--- config.mk ---
export PLATFORM = sky130hd
export DESIGN_NAME = bit_serial_adder_flat
export DESIGN_NICKNAME = d
export VERILOG_FILES = /design/src/rtl/bit_serial_adder_if.sv /design/src/rtl/bit_serial_adder.sv /design/src/flat_wrapper.sv
export SDC_FILE = /design/constraint.sdc
export NUM_CORES = 1
export LEC_CHECK = 0
export CAP_MARGIN = 10
export CORE_AREA = 2 2 64 66
export CTS_CLUSTER_SIZE = 16
export DETAILED_ROUTE_END_ITERATION = 8
export DIE_AREA = 0 0 66 68
export PLACE_DENSITY = 0.76
export SYNTH_ARGS = -nofsm -noshare
export SYNTH_HDL_FRONTEND = slang
export SYNTH_SLANG_ARGS = --single-unit
--- constraint.sdc ---
create_clock -name clk -period 1.5 [get_ports clk]
set_clock_uncertainty 0.15 [all_clocks]
set_input_delay 0.45 -clock clk [delete_from_list [all_inputs] [get_ports clk]]
set_output_delay 0.45 -clock clk [all_outputs]
set_load 0.005 [all_outputs]
--- src/rtl/bit_serial_adder_if.sv ---
// Operand/result bundle for the bit-serial adder: requester drives operands
// and start, the adder returns status and the registered result.
interface bit_serial_adder_if #(parameter int WIDTH = 8);
    logic             start;
    logic [WIDTH-1:0] a;
    logic [WIDTH-1:0] b;
    logic             cin;
    logic             busy;
    logic             done;
    logic [WIDTH-1:0] sum;
    logic             cout;

    modport master (output start, a, b, cin, input busy, done, sum, cout);
    modport slave  (input start, a, b, cin, output busy, done, sum, cout);
endinterface

--- src/rtl/bit_serial_adder.sv ---
// Bit-serial adder: one full-adder cell with a registered carry consumes the
// operands LSB first, one sum bit per clock, result latched on the last bit.
module bsa_full_adder (
    input  logic x_i,
    input  logic y_i,
    input  logic ci_i,
    output logic s_o,
    output logic co_o
);
    assign s_o  = x_i ^ y_i ^ ci_i;
    assign co_o = (x_i & y_i) | (ci_i & (x_i ^ y_i));
endmodule

module bit_serial_adder #(
    parameter int WIDTH = 8
) (
    input  logic              clk,
    input  logic              rst,
    bit_serial_adder_if.slave bus
);
    localparam int CW = $clog2(WIDTH + 1);

    typedef enum logic [1:0] {IDLE, ADD, DONE} state_t;

    state_t           state_q;
    logic [WIDTH-1:0] a_sr_q, b_sr_q, s_sr_q, sum_q;
    logic [CW-1:0]    cnt_q;
    logic             carry_q, cout_q, busy_q, done_q;

    logic             fa_s, fa_co, last_bit;
    logic [WIDTH-1:0] s_sr_d;

    bsa_full_adder u_fa (
        .x_i  (a_sr_q[0]),
        .y_i  (b_sr_q[0]),
        .ci_i (carry_q),
        .s_o  (fa_s),
        .co_o (fa_co)
    );

    // Shift form rather than a slice so WIDTH=1 elaborates cleanly.
    assign s_sr_d   = (s_sr_q >> 1) | (WIDTH'(fa_s) << (WIDTH - 1));
    assign last_bit = (cnt_q == CW'(WIDTH - 1));

    always_ff @(posedge clk or posedge rst) begin
        if (rst) begin
            state_q <= IDLE;
            a_sr_q  <= '0;
            b_sr_q  <= '0;
            s_sr_q  <= '0;
            sum_q   <= '0;
            cnt_q   <= '0;
            carry_q <= 1'b0;
            cout_q  <= 1'b0;
            busy_q  <= 1'b0;
            done_q  <= 1'b0;
        end else begin
            case (state_q)
                IDLE, DONE: begin
                    done_q <= 1'b0;
                    if (bus.start) begin
                        a_sr_q  <= bus.a;
                        b_sr_q  <= bus.b;
                        carry_q <= bus.cin;
                        cnt_q   <= '0;
                        busy_q  <= 1'b1;
                        state_q <= ADD;
                    end else begin
                        state_q <= IDLE;
                    end
                end
                ADD: begin
                    a_sr_q  <= a_sr_q >> 1;
                    b_sr_q  <= b_sr_q >> 1;
                    s_sr_q  <= s_sr_d;
                    carry_q <= fa_co;
                    cnt_q   <= cnt_q + CW'(1);
                    if (last_bit) begin
                        sum_q   <= s_sr_d;
                        cout_q  <= fa_co;
                        busy_q  <= 1'b0;
                        done_q  <= 1'b1;
                        state_q <= DONE;
                    end
                end
                default: state_q <= IDLE;
            endcase
        end
    end

    assign bus.busy = busy_q;
    assign bus.done = done_q;
    assign bus.sum  = sum_q;
    assign bus.cout = cout_q;
endmodule

--- src/flat_wrapper.sv ---
// flat-port wrapper written by rule: the top's interface ports become plain ports
module bit_serial_adder_flat 
#(
    parameter int WIDTH = 8
)
  (clk, rst, bus_start, bus_a, bus_b, bus_cin, bus_busy, bus_done, bus_sum, bus_cout);
  bit_serial_adder_if #(.WIDTH(WIDTH)) bus_i ();
  input  logic clk;
  input  logic rst;
  input wire logic [$bits(bus_i.start)-1:0] bus_start;
  input wire logic [$bits(bus_i.a)-1:0] bus_a;
  input wire logic [$bits(bus_i.b)-1:0] bus_b;
  input wire logic [$bits(bus_i.cin)-1:0] bus_cin;
  output wire logic [$bits(bus_i.busy)-1:0] bus_busy;
  output wire logic [$bits(bus_i.done)-1:0] bus_done;
  output wire logic [$bits(bus_i.sum)-1:0] bus_sum;
  output wire logic [$bits(bus_i.cout)-1:0] bus_cout;
  assign bus_i.start = bus_start;
  assign bus_i.a = bus_a;
  assign bus_i.b = bus_b;
  assign bus_i.cin = bus_cin;
  assign bus_busy = bus_i.busy;
  assign bus_done = bus_i.done;
  assign bus_sum = bus_i.sum;
  assign bus_cout = bus_i.cout;
  bit_serial_adder #(.WIDTH(WIDTH)) u_core (.clk(clk), .rst(rst), .bus(bus_i));
endmodule
==> key figures, run 1 <==
Timing
  • Setup violations, final: 27
  • Least-Margin Pin Slew: 0.233 ns
  • Post-route setup slack: -0.119 ns
  • Post-layout min period: 1.62 ns
  • Fin. Hold Viols: 0
  • RSZ-0062 raised after global routing: yes
  • Worst slew margin: 0.845
  • Fmax: 618 MHz
  • Slew Viols, Final: 0
  • Fin crit share: 1.08

Clocking
  • H-tree Lvls: 2
  • CTS Root Cell: clkbuf_8
  • CTS buffer count: 5
  • CTS clk-pin slew, worst paths: 0.08 ns
  • Worst skew pair latency: 0.29 ns
  • Sink Count: 41
  • CTS max path bufs: 2
  • TritonCTS clock tree: done

Route
  • Routed Antenna Nets: 0
  • Final wirelength: 3610 um
  • Initial detailed-routing violation count: 81
  • Drt wl/cell: 15.5 um
  • Drc violations: 0
  • DR vias: 1,200
  • Drt pass-1 iters: 4
  • Via/cell ratio: 5.15

Floorplanning
  • Std-Cell Rows: 23
  • Die height: 68 um
  • Core footprint: 3860 um^2
  • Starting Density: 0.437
  • # IOs: 31
  • Die Wd: 66 um
  • Die area: 4490 um^2

Final layout
  • Fin area: 2480 um^2
  • ANT cells: 0
  • Layout cells sized above 1: 0.421
  • Area Growth Syn to Fin: 47.4%
  • Post-Layout Cell Count: 233
  • Nets: 204
  • Fill cells: 322

Placed design
  • Dpl ws: -0.435 ns
  • Dpl cells: 204
  • Dpl hpwl: 2350 um
  • Input/output buffers: 30
  • Routability cong.: 0.720
  • Placed cell areas: 2170 um^2

GRT
  • Pin count of the biggest net entering global routing: 26
  • GRT overflow: 0
  • Initial antenna violation count: 0
  • Number of global-route vias before repair: 1,216
  • GR Util All Layers: 0.174
  • Global-route wire length before repair: 5680 um

Status
  • Outcome: complete, but fails checks
  • Failing checks: setup timing

Setup path
  • CP required: 1.53 ns
  • Critical path peak fanout: 8
  • Slowest-stage cell, CP: dfrtp_1
  • CP startpoint: u_core.cnt_q[1]
  • Worst-path cell chain: ha_2 > nand2_2 > nor3b_4 > buf_12 > mux2_4
  • Kind of critical path: register to register
  • Startpoint types: register
  • Worst setup EP type: register
  • Worst Path Arrival: 1.64 ns
  • CP max stage delay: 0.37 ns
  • FF-to-FF Start: u_core.cnt_q[1]

Synth
  • Yosys cell types: 20
  • Synth Register Bits: 41
  • Cell area after synthesis: 1690 um^2
  • Net Count, Synth: 141
  • Yosys warning total: 0
  • Sequential share of the synthesized area: 0.609
  • Syn Area/Cell: 14.2 um^2
  • Post-Synthesis Cells: 119

Pwr
  • Leakage: 1.26 nW
  • VDD IR-drop max: 0.00100 V
  • Final Total Pwr: 5.32 mW
  • Pwr dens: 2140 nW/um^2

Hold path
  • Hold crit path type: input pin to asynchronous set/reset pin

Flow run
  • Max cap viols: 0
-- through the flow --
stage,util,TNS [ns],hold WS [ns]
floorplan,-,-0.574,0.285
global placement,0.564,-8.11,0.309
detailed placement,0.564,-8.55,0.316
CTS,0.639,-1.09,0.272
global route,0.644,-3.20,0.278
finish,0.644,-1.93,0.271
-- final timing paths --
kind / endpoint / slack (ns) / depth (start not counted)
max: u_core.bus.sum[6] / -0.12 / 5
min: u_core.bus.sum[0] / 0.27 / 2
max reg2reg: u_core.bus.sum[6] / -0.12 / 5
min reg2reg: u_core.a_sr_q[5] / 0.34 / 1
max in group asynchronous: u_core.bus.sum[5] / 0.55 / 3
min in group clk: u_core.a_sr_q[5] / 0.34 / 1
-- logic make-up (layout without fill, tap and decap cells) --
family | after synthesis | after routing | synth area share
flops | 41 | 41 | 0.609
compound gates | 36 | 36 | 0.171
mux | 19 | 19 | 0.125
simple gates | 11 | 11 | 0.0408
buf+inv | 9 | 73 | 0.0297
fa+ha+maj | 2 | 2 | 0.0193
xor+xnor | 1 | 1 | 0.00520
-- placed cells by master, fill, tap and decap left out, types with 3 or more instances in the layout --
master	instances
clkdlybuf4s50_1	18
mux2_2	8
mux2_4	9
a21o_1	16
buf_12	6
buf_4	23
dfrtp_1	41
nand2_1	3
clkbuf_2	10
a22o_1	18
clkbuf_8	7
-- cells in the mapped netlist --
cell type / instances / area (um^2)
nand2b_1: 1 / 6.26
nor3b_2: 1 / 12.5
xnor2_1: 1 / 8.76
nand4_1: 1 / 6.26
a21o_1: 16 / 120
o21ai_0: 2 / 10.0
and2b_1: 1 / 7.51
nand2_1: 4 / 15.0
buf_4: 3 / 22.5
buf_2: 4 / 20.0
mux2_2: 17 / 191
nor2_1: 1 / 3.75
nor2b_1: 1 / 6.26
a22o_1: 18 / 158
nor2_4: 1 / 11.3
mux2i_1: 2 / 20.0
inv_1: 2 / 7.51
fa_1: 1 / 20.0
dfrtp_1: 41 / 1030
ha_1: 1 / 12.5
-- sequential cells by signal, indices dropped and copies added, names as in the netlist --
register         flops
u_core.a_sr_q        8
u_core.b_sr_q        8
u_core.bus.busy      1
u_core.bus.cout      1
u_core.bus.done      1
u_core.bus.sum       8
u_core.carry_q       1
u_core.cnt_q         4
u_core.s_sr_q        7
u_core.state_q       2
-- worst max-delay path, delay by kind of cell (launching register included) --
| kind | cells | cell delay, ns |
|---|---|---|
| fa+ha+maj | 1 | 0.20 |
| buf+inv | 1 | 0.17 |
| flops | 1 | 0.37 |
| mux | 1 | 0.30 |
| simple gates | 2 | 0.32 |
-- power breakdown --
group          internal, mW  leakage [nW]  switching [mW]  total [mW]
Sequential             1.63         0.507           0.327        1.96
Combinational          1.65         0.702           0.921        2.57
Clock                 0.416        0.0542           0.369       0.785
Total                  3.70          1.26            1.62        5.32
-- routing by layer --
metal / vias up / track usage / share of wire
li1: 555 / - / -
met1: 606 / 0.196 / 0.41
met2: 36 / 0.321 / 0.53
met3: 3 / 0.0609 / 0.053
met4: 0 / 0.0383 / 0.0086
met5: - / 0 / 0
-- what timing repair did --
item | in CTS | in global routing
gates cloned | 1 | 1
gates resized for setup | 35 | 12
endpoints found under the setup margin | 39 | 23
pin swaps | 3 | 3
setup buffers | 15 | 5
endpoints found under the hold margin | 0 | 0
hold buffers | 0 | 0
-- final cells by class --
type | instances | area (um^2) | share of cell area
repair buffers | 63 | 617 | 0.248
well taps | 50 | 62.6 | 0.0252
multi-input cells | 69 | 666 | 0.268
clock buffers | 7 | 96.3 | 0.0388
inverters | 2 | 11.3 | 0.00453
clock inverters | 1 | 5.00 | 0.00202
flip-flops and latches | 41 | 1030 | 0.413
Power figures use the tool's default switching activity.
==> inputs of run 2 (changes only) <==
- CORE_AREA: 2 2 64 66 -> 2 2 59 61
- DIE_AREA: 0 0 66 68 -> 0 0 61 63
- DONT_BUFFER_PORTS: default -> 1
- PLACE_DENSITY: 0.76 -> 0.75
==> key figures, run 2 (synthesis gave the netlist of run 1 again) <==
Hold path
  • WHS Path Cells: 1
  • HP Start: bus_a[7]
  • Hold crit path type: input pin to register

Timing
  • Post-route setup slack: -0.126 ns (-0.00719 ns)
  • Slew Viols, Final: 0 (unchanged)
  • Fmax: 615 MHz (-0.44%)
  • Fin crit share: 1.08 (+0.00479)
  • Setup violations, final: 16 (-41%)
  • Least-Margin Pin Slew: 0.426 ns (+0.193 ns)
  • Setup TNS: -1.15 ns (+0.775 ns)
  • Worst slew margin: 0.715 (-0.129)
  • Post-layout min period: 1.63 ns (+0.00719 ns)
  • RSZ-0062 raised after global routing: yes
  • Fin. Hold Viols: 0 (unchanged)

Setup path
  • Worst-path cell chain: ha_2 > nand2_2 > nor3b_4 > buf_12 > mux2_4
  • CP startpoint: u_core.cnt_q[0]
  • Worst setup EP type: register
  • Critical path peak fanout: 12 (+4)
  • CP required: 1.61 ns (+0.08 ns)
  • FF-to-FF Start: u_core.cnt_q[0]
  • Slowest-stage cell, CP: dfrtp_1
  • CP max stage delay: 0.39 ns (+0.02 ns)
  • R2r worst-path depth: 5 (unchanged)
  • Worst Path Arrival: 1.73 ns (+0.09 ns)
  • Kind of critical path: register to register
  • Startpoint types: register

Placed design
  • Dpl cells: 167 (-18%)
  • Routability cong.: 0.739 (+2.7%)
  • Dpl ws: -0.130 ns (+0.305 ns)
  • Input/output buffers: 0 (-100%)
  • Dpl hpwl: 2050 um (-13%)

Final layout
  • Nets: 163 (-20%)
  • Layout cells sized above 1: 0.376 (-0.0449)
  • Total area of multi-input combinational cells: 681 um^2 (+2.3%)
  • Most common cell after layout, fill and taps aside: dfrtp_1
  • Area Growth Syn to Fin: 26.9%
  • Commonest non-fill, non-tap cells in the layout: dfrtp_1, a22o_1, a21o_1
  • ANT cells: 0 (unchanged)
  • Post-Layout Cell Count: 187 (-20%)
  • Fill cells: 250 (-22%)
  • Register Area: 1030 um^2 (unchanged)

GRT
  • Pin count of the biggest net entering global routing: 24 (-7.7%)
  • GRT overflow: 0 (unchanged)
  • GR Util All Layers: 0.194 (+0.0197)
  • Global-route wire length before repair: 5370 um (-5.5%)
  • Number of global-route vias before repair: 1,150 (-5.4%)
  • Initial antenna violation count: 0 (unchanged)

Pwr
  • VDD IR-drop max: 0.00120 V (+20%)
  • Final Total Pwr: 5.05 mW (-5.1%)
  • Pwr dens: 2360 nW/um^2 (+10%)
  • Leakage: 1.09 nW (-14%)

Clocking
  • CTS Root Cell: clkbuf_4
  • CTS buffer count: 5 (unchanged)
  • Sink Count: 41 (unchanged)
  • Worst skew pair latency: 0.36 ns (+0.07 ns)
  • H-tree Lvls: 2 (unchanged)
  • CTS max path bufs: 2 (unchanged)
  • TritonCTS clock tree: done
  • CTS clk-pin slew, worst paths: 0.12 ns (+0.04 ns)

Status
  • Outcome: complete, but fails checks
  • Failing checks: setup timing

Floorplanning
  • Die Wd: 61 um (-7.6%)
  • Starting Density: 0.521 (+0.0844)
  • # IOs: 31 (unchanged)
  • Die area: 3840 um^2 (-14%)
  • Die height: 63 um (-7.4%)
  • Core footprint: 3230 um^2 (-16%)
  • Std-Cell Rows: 21 (-8.7%)

Route
  • Drt pass-1 iters: 4 (unchanged)
  • Drt wl/cell: 18.3 um (+18%)
  • Drc violations: 0 (unchanged)
  • Routed Antenna Nets: 0 (unchanged)
  • DR vias: 1,069 (-11%)
  • Final wirelength: 3430 um (-5.0%)
  • Via/cell ratio: 5.72 (+11%)
  • Initial detailed-routing violation count: 47 (-42%)

Flow run
  • Max cap viols: 0 (unchanged)
## run 2: timing repair
action | in CTS | in global routing
endpoints found under the hold margin | 18 | 0
gates resized for setup | 5 | 15
pin swaps | 1 | 12
endpoints found under the setup margin | 28 | 29
cloned | 1 | 2
hold buffers | 1 | 0
buffers inserted | 3 | 6
## run 2: critical path: cells and delay by family (launching register included)
kind / cells / cell delay, ns
and+or+nand+nor: 2 / 0.29
DFF: 1 / 0.39
muxes: 1 / 0.30
adders and majority gates: 1 / 0.21
buffers and inverters: 1 / 0.18
## run 2: layout make-up
type	instances	share of cell area
tap	46	0.0269
clock buffer	5	0.0175
timing repair buffer	22	0.136
inverter	2	0.00526
multi-input combinational	69	0.318
sequential	41	0.480
clock inverter	2	0.0164
## run 2: metal layers
layer,up-vias,global-route usage,wire (um)
li1,475,-,-
met1,549,0.236,1390
met2,38,0.304,1730
met3,7,0.0745,226
met4,0,0.0788,87
met5,-,0,0
## run 2: path summary, 6_finish.rpt
kind | end | slack [ns]
max | u_core.bus.cout | -0.13
min | u_core.a_sr_q[7] | 0.08
max reg2reg | u_core.bus.cout | -0.13
min reg2reg | u_core.b_sr_q[1] | 0.34
max in group asynchronous | u_core.a_sr_q[1] | 0.34
min in group asynchronous | u_core.bus.sum[6] | 0.41
## run 2: stage by stage
stage | instance area (um^2) | util | hold WS [ns]
after global routing | 2140 | 0.662 | 0.0576
final | 2140 | 0.662 | 0.0762
after CTS | 2020 | 0.624 | 0.0694
after detailed placement | 1850 | 0.571 | 0.194
after global placement | 1850 | 0.571 | 0.184
after floorplan | 1730 | - | 0.285
## run 2: power by group
group	internal, mW	switching (mW)
clock	0.339	0.351
combinational	1.49	0.851
sequential	1.63	0.389
total	3.46	1.59
